==> src/rtl/execution_muldiv_unit.sv <==
`default_nettype none
// +----------------------------------------------------------------------------+
// | Module   : execution_muldiv_unit                                           |
// | Brief    : RV32M multiply (single cycle) / restoring divide (32 iterations)|
// |            Optional macro MULDIV_EARLY_OUT_EN: divide-by-zero and signed   |
// |            overflow skip the iterations and finish one cycle after accept. |
// | Revision : 1.0 - initial release                                           |
// +----------------------------------------------------------------------------+
module execution_muldiv_unit #(
    parameter int DATA_WIDTH = 32
) (
    input  logic                  clk,
    input  logic                  rst,
    input  logic                  reqValid,
    input  logic [2:0]            funct3,
    input  logic [DATA_WIDTH-1:0] srcA,
    input  logic [DATA_WIDTH-1:0] srcB,
    input  logic [4:0]            rdAddr,
    input  logic                  flush,
    input  logic                  nextStall,
    output logic                  stallReq,
    output logic                  resultValid,
    output logic [DATA_WIDTH-1:0] result,
    output logic [4:0]            resultRd
);

    typedef enum logic [1:0] {
        IDLE    = 2'd0,
        DIV_RUN = 2'd1,
        DONE    = 2'd2
    } state_t;

    localparam logic [5:0] c_LAST_ITER = 6'd31;

    state_t                  r_state;
    state_t                  w_stateNext;
    logic [5:0]              r_count;
    logic [DATA_WIDTH-1:0]   r_dividend;   // dividend bits shift out of MSB, quotient bits enter LSB
    logic [DATA_WIDTH-1:0]   r_divisor;
    logic [DATA_WIDTH-1:0]   r_rem;
    logic                    r_isRem;
    logic                    r_negQuo;
    logic                    r_negRem;
    logic [DATA_WIDTH-1:0]   r_result;
    logic                    r_resultValid;
    logic [4:0]              r_resultRd;

    logic                    w_isDivReq;
    logic                    w_isMulReq;
    logic                    w_acceptMul;
    logic                    w_acceptDiv;
    logic                    w_iterate;
    logic                    w_lastIter;
    logic                    w_earlyOut;

    // ---------------- multiply ----------------
    logic                    w_mulASigned;
    logic                    w_mulBSigned;
    logic [2*DATA_WIDTH-1:0] w_mulA;
    logic [2*DATA_WIDTH-1:0] w_mulB;
    logic [2*DATA_WIDTH-1:0] w_product;
    logic [DATA_WIDTH-1:0]   w_mulWord;

    assign w_mulASigned = (funct3[1:0] != 2'b11);
    assign w_mulBSigned = (funct3[1:0] == 2'b01);
    assign w_mulA       = {{DATA_WIDTH{w_mulASigned & srcA[DATA_WIDTH-1]}}, srcA};
    assign w_mulB       = {{DATA_WIDTH{w_mulBSigned & srcB[DATA_WIDTH-1]}}, srcB};
    assign w_product    = w_mulA * w_mulB;
    assign w_mulWord    = (funct3[1:0] == 2'b00) ? w_product[DATA_WIDTH-1:0]
                                                 : w_product[2*DATA_WIDTH-1:DATA_WIDTH];

    // ---------------- divide setup ----------------
    logic                    w_signedDiv;
    logic                    w_aNeg;
    logic                    w_bNeg;
    logic                    w_divZero;
    logic [DATA_WIDTH-1:0]   w_absA;
    logic [DATA_WIDTH-1:0]   w_absB;

    assign w_signedDiv = ~funct3[0];
    assign w_aNeg      = w_signedDiv & srcA[DATA_WIDTH-1];
    assign w_bNeg      = w_signedDiv & srcB[DATA_WIDTH-1];
    assign w_divZero   = (srcB == '0);
    assign w_absA      = w_aNeg ? (~srcA + 1'b1) : srcA;
    assign w_absB      = w_bNeg ? (~srcB + 1'b1) : srcB;

`ifdef MULDIV_EARLY_OUT_EN
    localparam logic [DATA_WIDTH-1:0] c_INT_MIN = {1'b1, {(DATA_WIDTH-1){1'b0}}};
    logic                    w_overflow;
    logic [DATA_WIDTH-1:0]   w_special;

    assign w_overflow = w_signedDiv & (srcA == c_INT_MIN) & (srcB == '1);
    assign w_earlyOut = w_divZero | w_overflow;
    always_comb begin
        w_special = '0;
        if (w_divZero) begin
            w_special = funct3[1] ? srcA : '1;
        end else begin
            w_special = funct3[1] ? '0 : c_INT_MIN;
        end
    end
`else
    assign w_earlyOut = 1'b0;
`endif

    // ---------------- divide iteration ----------------
    logic [DATA_WIDTH:0]     w_shifted;
    logic                    w_qBit;
    logic [DATA_WIDTH-1:0]   w_remNext;
    logic [DATA_WIDTH-1:0]   w_quoRaw;
    logic [DATA_WIDTH-1:0]   w_quoFinal;
    logic [DATA_WIDTH-1:0]   w_remFinal;

    assign w_shifted  = {r_rem, r_dividend[DATA_WIDTH-1]};
    assign w_qBit     = (w_shifted >= {1'b0, r_divisor});
    // When no subtraction happens the shifted value is below the divisor, so its MSB is zero.
    assign w_remNext  = w_qBit ? (w_shifted[DATA_WIDTH-1:0] - r_divisor) : w_shifted[DATA_WIDTH-1:0];
    assign w_quoRaw   = {r_dividend[DATA_WIDTH-2:0], w_qBit};
    assign w_quoFinal = r_negQuo ? (~w_quoRaw + 1'b1) : w_quoRaw;
    assign w_remFinal = r_negRem ? (~w_remNext + 1'b1) : w_remNext;

    // ---------------- control ----------------
    assign w_isDivReq = reqValid & funct3[2];
    assign w_isMulReq = reqValid & ~funct3[2];

    always_ff @(posedge clk) begin
        if (rst) begin
            r_state <= IDLE;
        end else begin
            r_state <= w_stateNext;
        end
    end

    always_comb begin
        w_stateNext = r_state;
        w_acceptMul = 1'b0;
        w_acceptDiv = 1'b0;
        w_iterate   = 1'b0;
        w_lastIter  = 1'b0;
        if (flush) begin
            w_stateNext = IDLE;
        end else begin
            case (r_state)
                IDLE: begin
                    if (w_isDivReq) begin
                        w_acceptDiv = 1'b1;
                        w_stateNext = w_earlyOut ? DONE : DIV_RUN;
                    end else if (w_isMulReq && !nextStall) begin
                        w_acceptMul = 1'b1;
                    end
                end
                DIV_RUN: begin
                    w_iterate = 1'b1;
                    if (r_count == c_LAST_ITER) begin
                        w_lastIter  = 1'b1;
                        w_stateNext = DONE;
                    end
                end
                DONE: begin
                    if (!nextStall) begin
                        w_stateNext = IDLE;
                    end
                end
                default: w_stateNext = IDLE;
            endcase
        end
    end

    always_ff @(posedge clk) begin
        if (rst) begin
            r_count       <= '0;
            r_dividend    <= '0;
            r_divisor     <= '0;
            r_rem         <= '0;
            r_isRem       <= 1'b0;
            r_negQuo      <= 1'b0;
            r_negRem      <= 1'b0;
            r_result      <= '0;
            r_resultValid <= 1'b0;
            r_resultRd    <= '0;
        end else if (flush) begin
            r_resultValid <= 1'b0;
        end else if (w_acceptMul) begin
            r_result      <= w_mulWord;
            r_resultValid <= 1'b1;
            r_resultRd    <= rdAddr;
        end else if (w_acceptDiv) begin
            r_dividend    <= w_absA;
            r_divisor     <= w_absB;
            r_rem         <= '0;
            r_count       <= '0;
            r_isRem       <= funct3[1];
            // Divide-by-zero must yield all ones regardless of dividend sign.
            r_negQuo      <= (w_aNeg ^ w_bNeg) & ~w_divZero;
            r_negRem      <= w_aNeg;
            r_resultRd    <= rdAddr;
            r_resultValid <= 1'b0;
`ifdef MULDIV_EARLY_OUT_EN
            if (w_earlyOut) begin
                r_result      <= w_special;
                r_resultValid <= 1'b1;
            end
`endif
        end else if (w_iterate) begin
            r_rem      <= w_remNext;
            r_dividend <= w_quoRaw;
            r_count    <= r_count + 6'd1;
            if (w_lastIter) begin
                r_result      <= r_isRem ? w_remFinal : w_quoFinal;
                r_resultValid <= 1'b1;
            end
        end
    end

    assign stallReq    = ((r_state == IDLE) & w_isDivReq & ~flush) | (r_state == DIV_RUN);
    assign resultValid = r_resultValid;
    assign result      = r_result;
    assign resultRd    = r_resultRd;

endmodule
`default_nettype wire

==> config.mk <==
export PLATFORM = sky130hd
export DESIGN_NAME = execution_muldiv_unit
export DESIGN_NICKNAME = d
export VERILOG_FILES = /design/src/rtl/execution_muldiv_unit.sv
export SDC_FILE = /design/constraint.sdc
export NUM_CORES = 2
export LEC_CHECK = 0
export ABC_AREA = 1
export CAP_MARGIN = 20
export CORE_MARGIN = 10
export CORE_UTILIZATION = 66
export DETAILED_ROUTE_END_ITERATION = 6
export GPL_ROUTABILITY_DRIVEN = 1
export PLACE_DENSITY = 0.84
export SYNTH_ARGS = -nofsm -noshare
export SYNTH_HDL_FRONTEND = slang
export SYNTH_SLANG_ARGS = --single-unit
==> constraint.sdc <==
create_clock -name clk -period 10.2 [get_ports clk]
set_input_delay 1.02 -clock clk [delete_from_list [all_inputs] [get_ports clk]]
set_output_delay 1.02 -clock clk [all_outputs]
set_load 0.01 [all_outputs]
; ---- Word level (Yosys, flattened, before mapping)
; Cells that the tools add are included.
[op_classes]
add_sub_neg = 6
n_mul = 1
n_lt_le_gt_ge = 1
n_bitwise = 20
eq_ne = 9
muxes = 39
n_reduce_logical = 18
[ops]
columns = cell, count
row1 = 2-to-1 mux 32 bit, 15
row2 = "adder 32 x 1 -> 32 bit, second input constant", 4
row3 = inverter 32 bit, 4
row4 = multiplier 33 x 33 -> 64 bit, 1
row5 = greater-or-equal comparator 33 x 32 -> 1 bit, 1
row6 = zero test 32 bit, 1
row7 = subtractor 32 bit, 1
row8 = 2-to-1 mux 1 bit, 16
row9 = 2-to-1 mux 6 bit, 2
row10 = 2-to-1 mux 5 bit, 2
row11 = "inequality test 2 bit, second input constant", 5
row12 = bitwise AND 1 bit, 9
row13 = AND reduction 3 bit, 3
row14 = nonzero test 2 bit, 4
row15 = "adder 6 x 1 -> 6 bit, second input constant", 1
row16 = "== test 6 x 5 -> 1 bit, second input constant", 1
row17 = 2-to-1 mux 2 bit, 3
row18 = case mux 2 bit (3 select lines), 1
row19 = nonzero test 3 bit, 2
row20 = inverter 1 bit, 5
row21 = "== test 2 x 1 -> 1 bit, second input constant", 2
row22 = zero test 2 bit, 2
row23 = AND reduction 2 bit, 2
row24 = AND reduction 4 bit, 1
row25 = other kinds (6), 6
[word_totals]
reg_bits = 145
word_cells = 105
input_bits = 77
output_inout_bits = 39

; ---- Logic depth before layout (Yosys ltp)
[depth]
word_depth = 10
depth_mapped = 38
depth_no_buf = 36

; ---- Least setup slack after synthesis
; Ideal clock, no wire load.
[synth_path]
kind = input -> register
start = input port funct3[1]
end = register r_result[31], in the netlist result[31]
path_stages = 29
path_buffers = 2
setup_time_ns = 0.070
setup_slack_ns = 1.589
arrival_time_ns = 8.540
t_required_ns = 10.130
path_cell_list = clkbuf_1 > a21oi_1 > inv_1 > clkbuf_1 > nor2_1 > fa_1 > inv_1 > fa_1 > inv_1 > fa_1 > inv_1 > fa_1 > fa_1 > inv_1 > fa_1 > inv_1 > fa_1 > fa_1 > inv_1 > ha_1 > a21oi_1 > nor3_1 > a2111oi_0 > a21boi_0 > xor2_1 > nand2_1 > a21oi_1 > nand2_1 > a21oi_1
[synth_via]
elab_chain_len = 5
word_cells_on_any_way = 8
classes_between = 1 x mul / 2 x eq/ne / 2 x mux / 2 x bitwise / 1 x reduce/logical
[synth_lines]
columns = element, line_no
row1 = "start, declared", 15  ; input logic [2:0] funct3,
row2 = inequality test 2 bit / == test 2 x 1 -> 1 bit (equally long branches), "64, 65"
row3 = bitwise AND 1 bit (on tied branches), "66, 67"
row4 = multiplier 33 x 33 -> 64 bit, 68  ; assign w_product = w_mulA * w_mulB;
row5 = 2-to-1 mux 32 bit *, 69  ; assign w_mulWord = (funct3[1:0] == 2'b00) ? w_product[DATA_WIDTH-1:0]
row6 = 2-to-1 mux 32 bit *, 183  ; end else if (w_acceptMul) begin
row7 = "end signal, assigned", 184  ; r_result <= w_mulWord;
row8 = "end signal, assigned", 209  ; r_result <= r_isRem ? w_remFinal : w_quoFinal;
row9 = "end, declared", 44  ; logic [DATA_WIDTH-1:0] r_result;
; Mark *: on every way between the ends. The rest lies on a longest branch, timed or not.
; A chain may end at the register's enable or synchronous reset.

; ---- Worst setup path after layout
[layout_path]
start = input port funct3[1]
end = register r_result[15], in the netlist result[15]
; The elaborated chain is that of the path after synthesis.

==> summary.txt <==
Critical path
  – Crit path max fanout: 14
  – Critical Path Slowest Stage Cell: clkdlybuf4s50_1
  – CP endpoint kind: flop
  – WP data arrival: 10070 ps
  – Setup CP Type: in2reg
  – Data required time of the critical path: 10520 ps
  – Worst setup SP type: input port
  – Crit path largest cell delay: 660 ps
  – Most used cell, CP: fa_1

Floorplan
  – Die Wd: 299 microns
  – Area of the core: 0.0772 sq mm
  – Initial Utilization: 0.664
  – I/O Pins: 116
  – Num rows: 102
  – Die Area: 0.0892 sq mm
  – Chip height: 299 microns

Clock tree
  – Post-CTS Setup Bufs: 0
  – CTS Hold Buffers Added: 0
  – CTS root buf: clkbuf_16
  – CTS tree: built
  – Clock transition at path regs: 70 ps
  – CTS HTree Levels: 4
  – Clock Latency Late Sink: 460 ps
  – CTS Buf Count: 17
  – Post_cts resized: 0
  – CTS max path bufs: 2
  – Clock Sinks: 145

Synth
  – Post-synthesis cell count: 6917
  – Sequential area share after synthesis: 0.0566
  – Synthesized net count: 8369
  – Yosys reg bits: 145
  – Post-Syn Area: 0.0513 sq mm
  – Syn_area_per_cell: 7.41 sq um
  – Ys Warns: 0
  – Yosys cell types: 61

Timing
  – Worst Max-Slew Pin Slew: 1190 ps
  – Final hold vios: 0
  – Unrepaired setup endpoints after global routing: no
  – TNS Setup: 0 ps
  – Setup Skew: 18.1 ps
  – Tcrit/Tclk final: 0.955
  – Final min period: 9750 ps
  – Max-slew violations: 0
  – # setup viols final: 0
  – Fmax achieved: 0.103 GHz
  – Rel. slew slack: 0.204

GRT
  – Largest net degree at the start of global routing: 58
  – First-pass GRT wire length: 271000 microns
  – All-Layer GR Usage: 0.394
  – Initial antenna violation count: 13
  – Number of global-route vias before repair: 47700
  – Grt total ovfl: 0

Finish
  – Commonest non-fill, non-tap cell in the layout: inv_1
  – Most frequent cells in the layout: inv_1 (1807), nand2_1 (1736), fa_1 (1126)
  – # nets final: 8302
  – Share of layout cells above drive strength 1: 0.0417
  – P&R area growth vs syn: 6.07%

Drt
  – Post-detailed-route via-to-cell ratio: 5.77
  – Initial drt markers: 4428
  – Antenna-violating nets left: 0
  – DRT Pass-1 Iters: 7
  – WL/cell: 21.9 microns
  – Detailed-route via count: 45700
  – Remaining routing DRC violations: 4
  – Drt total wl: 173000 microns

Flow run
  – Max-Cap Viols: 0

Place
  – Routability cong.: 1.06
  – Placed wire-length estimate: 141000 microns
  – Port-buffer cells: 115

Outcome
  – Status: complete, but fails checks
  – Failing checks: DRC

Min path
  – Worst Hold Class: reg2reg
## critical path, delay by kind of cell
kind	cells	cell delay [ps]
AND/OR/NAND/NOR	4	1200
buffers and inverters	8	1500
AO/OA/AOI/OAI	8	1830
adder cells (fa/ha/maj)	9	4470
## final cells by class
cell class	count	area (sq um)
Multi-Input combinational cell	4596	40200
Inverter	1833	6880
Fill cell	6317	22800
Clock inverter	13	186
Sequential cell	145	2900
Tap cell	1040	1300
Antenna cell	7	17.5
Timing Repair Buffer	257	2500
Clock buffer	17	425
## flip-flops by register name (all words and copies together) (netlist names), 2 cells and up
register,flops
r_divisor,32
r_dividend,32
result,32
resultRd,5
r_state,2
r_rem,32
r_count,6
## cells in the mapped netlist, drive strengths merged
cell / instances / share of area
o21ai: 223 / 0.022
or4: 1 / 0.00015
dfxtp: 145 / 0.057
o211ai: 16 / 0.0023
nand3: 173 / 0.017
inv: 1827 / 0.13
a221o: 1 / 0.00020
o2111ai: 1 / 0.00017
a2111oi: 1 / 0.00017
o21ba: 1 / 0.00020
clkinv: 6 / 0.00044
clkbuf: 255 / 0.019
o22ai: 16 / 0.0020
nor3: 60 / 0.0063
fa: 1126 / 0.44
a21boi: 4 / 0.00059
nand3b: 25 / 0.0037
a221oi: 2 / 0.00034
o32ai: 9 / 0.0015
a311oi: 1 / 0.00017
and2: 2 / 0.00024
a21oi: 320 / 0.031
a211oi: 2 / 0.00029
o41ai: 2 / 0.00034
buf: 88 / 0.0075
nor2: 358 / 0.028
o31ai: 6 / 0.00088
a31oi: 38 / 0.0046
o21bai: 11 / 0.0016
o21a: 12 / 0.0018
nand2: 1759 / 0.13
a22oi: 1 / 0.00015
nor4: 16 / 0.0023
xor2: 42 / 0.0072
nand4: 36 / 0.0044
a21o: 10 / 0.0015
xnor2: 40 / 0.0068
ha: 249 / 0.061
a41oi: 1 / 0.00017
and3: 2 / 0.00024
o221ai: 5 / 0.00085
or2: 24 / 0.0029
## kinds of logic after synthesis
kind of cell               Yosys count  share of synthesized area
buffers and inverters             2176                      0.160
adders and majority gates         1375                      0.500
DFF                                145                     0.0566
xor gates and xnor gates            82                     0.0140
and+or+nand+nor                   2456                      0.195
AOI/OAI and AO/OA                  683                     0.0732
## per-layer routing
| layer | routed length [microns] | up-vias | track usage |
|---|---|---|---|
| met3 | 20000 | 626 | 0.0990 |
| met2 | 78000 | 2734 | 0.622 |
| met5 | 46 | - | 0.00541 |
| met4 | 11300 | 8 | 0.216 |
| li1 | - | 20000 | - |
| met1 | 63400 | 22300 | 0.494 |
## per-stage QoR
step           hold slack, ps  utilization  cells  area [sq um]  setup slack [ps]
2_1_floorplan             432            -   6917         51300              1590
3_3_place_gp              453        0.696   7869         53700               174
3_5_place_dp              459        0.696   7869         53700               141
4_1_cts                   472        0.703   7899         54300               577
5_1_grt                   492        0.704   7907         54400              66.3
6_report                  472        0.704   7908         54400               454
## path summary, 6_finish.rpt
path | from | to | slack [ps] | depth (start not counted)
worst min register to register | result[2] | result[2] | 470 | 2
worst max-delay path | funct3[1] | result[15] | 450 | 29
worst min-delay path | result[2] | result[2] | 470 | 2
worst max register to register | r_rem[5] | result[26] | 4370 | 28
Power is not shown: default switching activity piles up to over one toggle a cycle in this logic, so the estimate is an artifact.
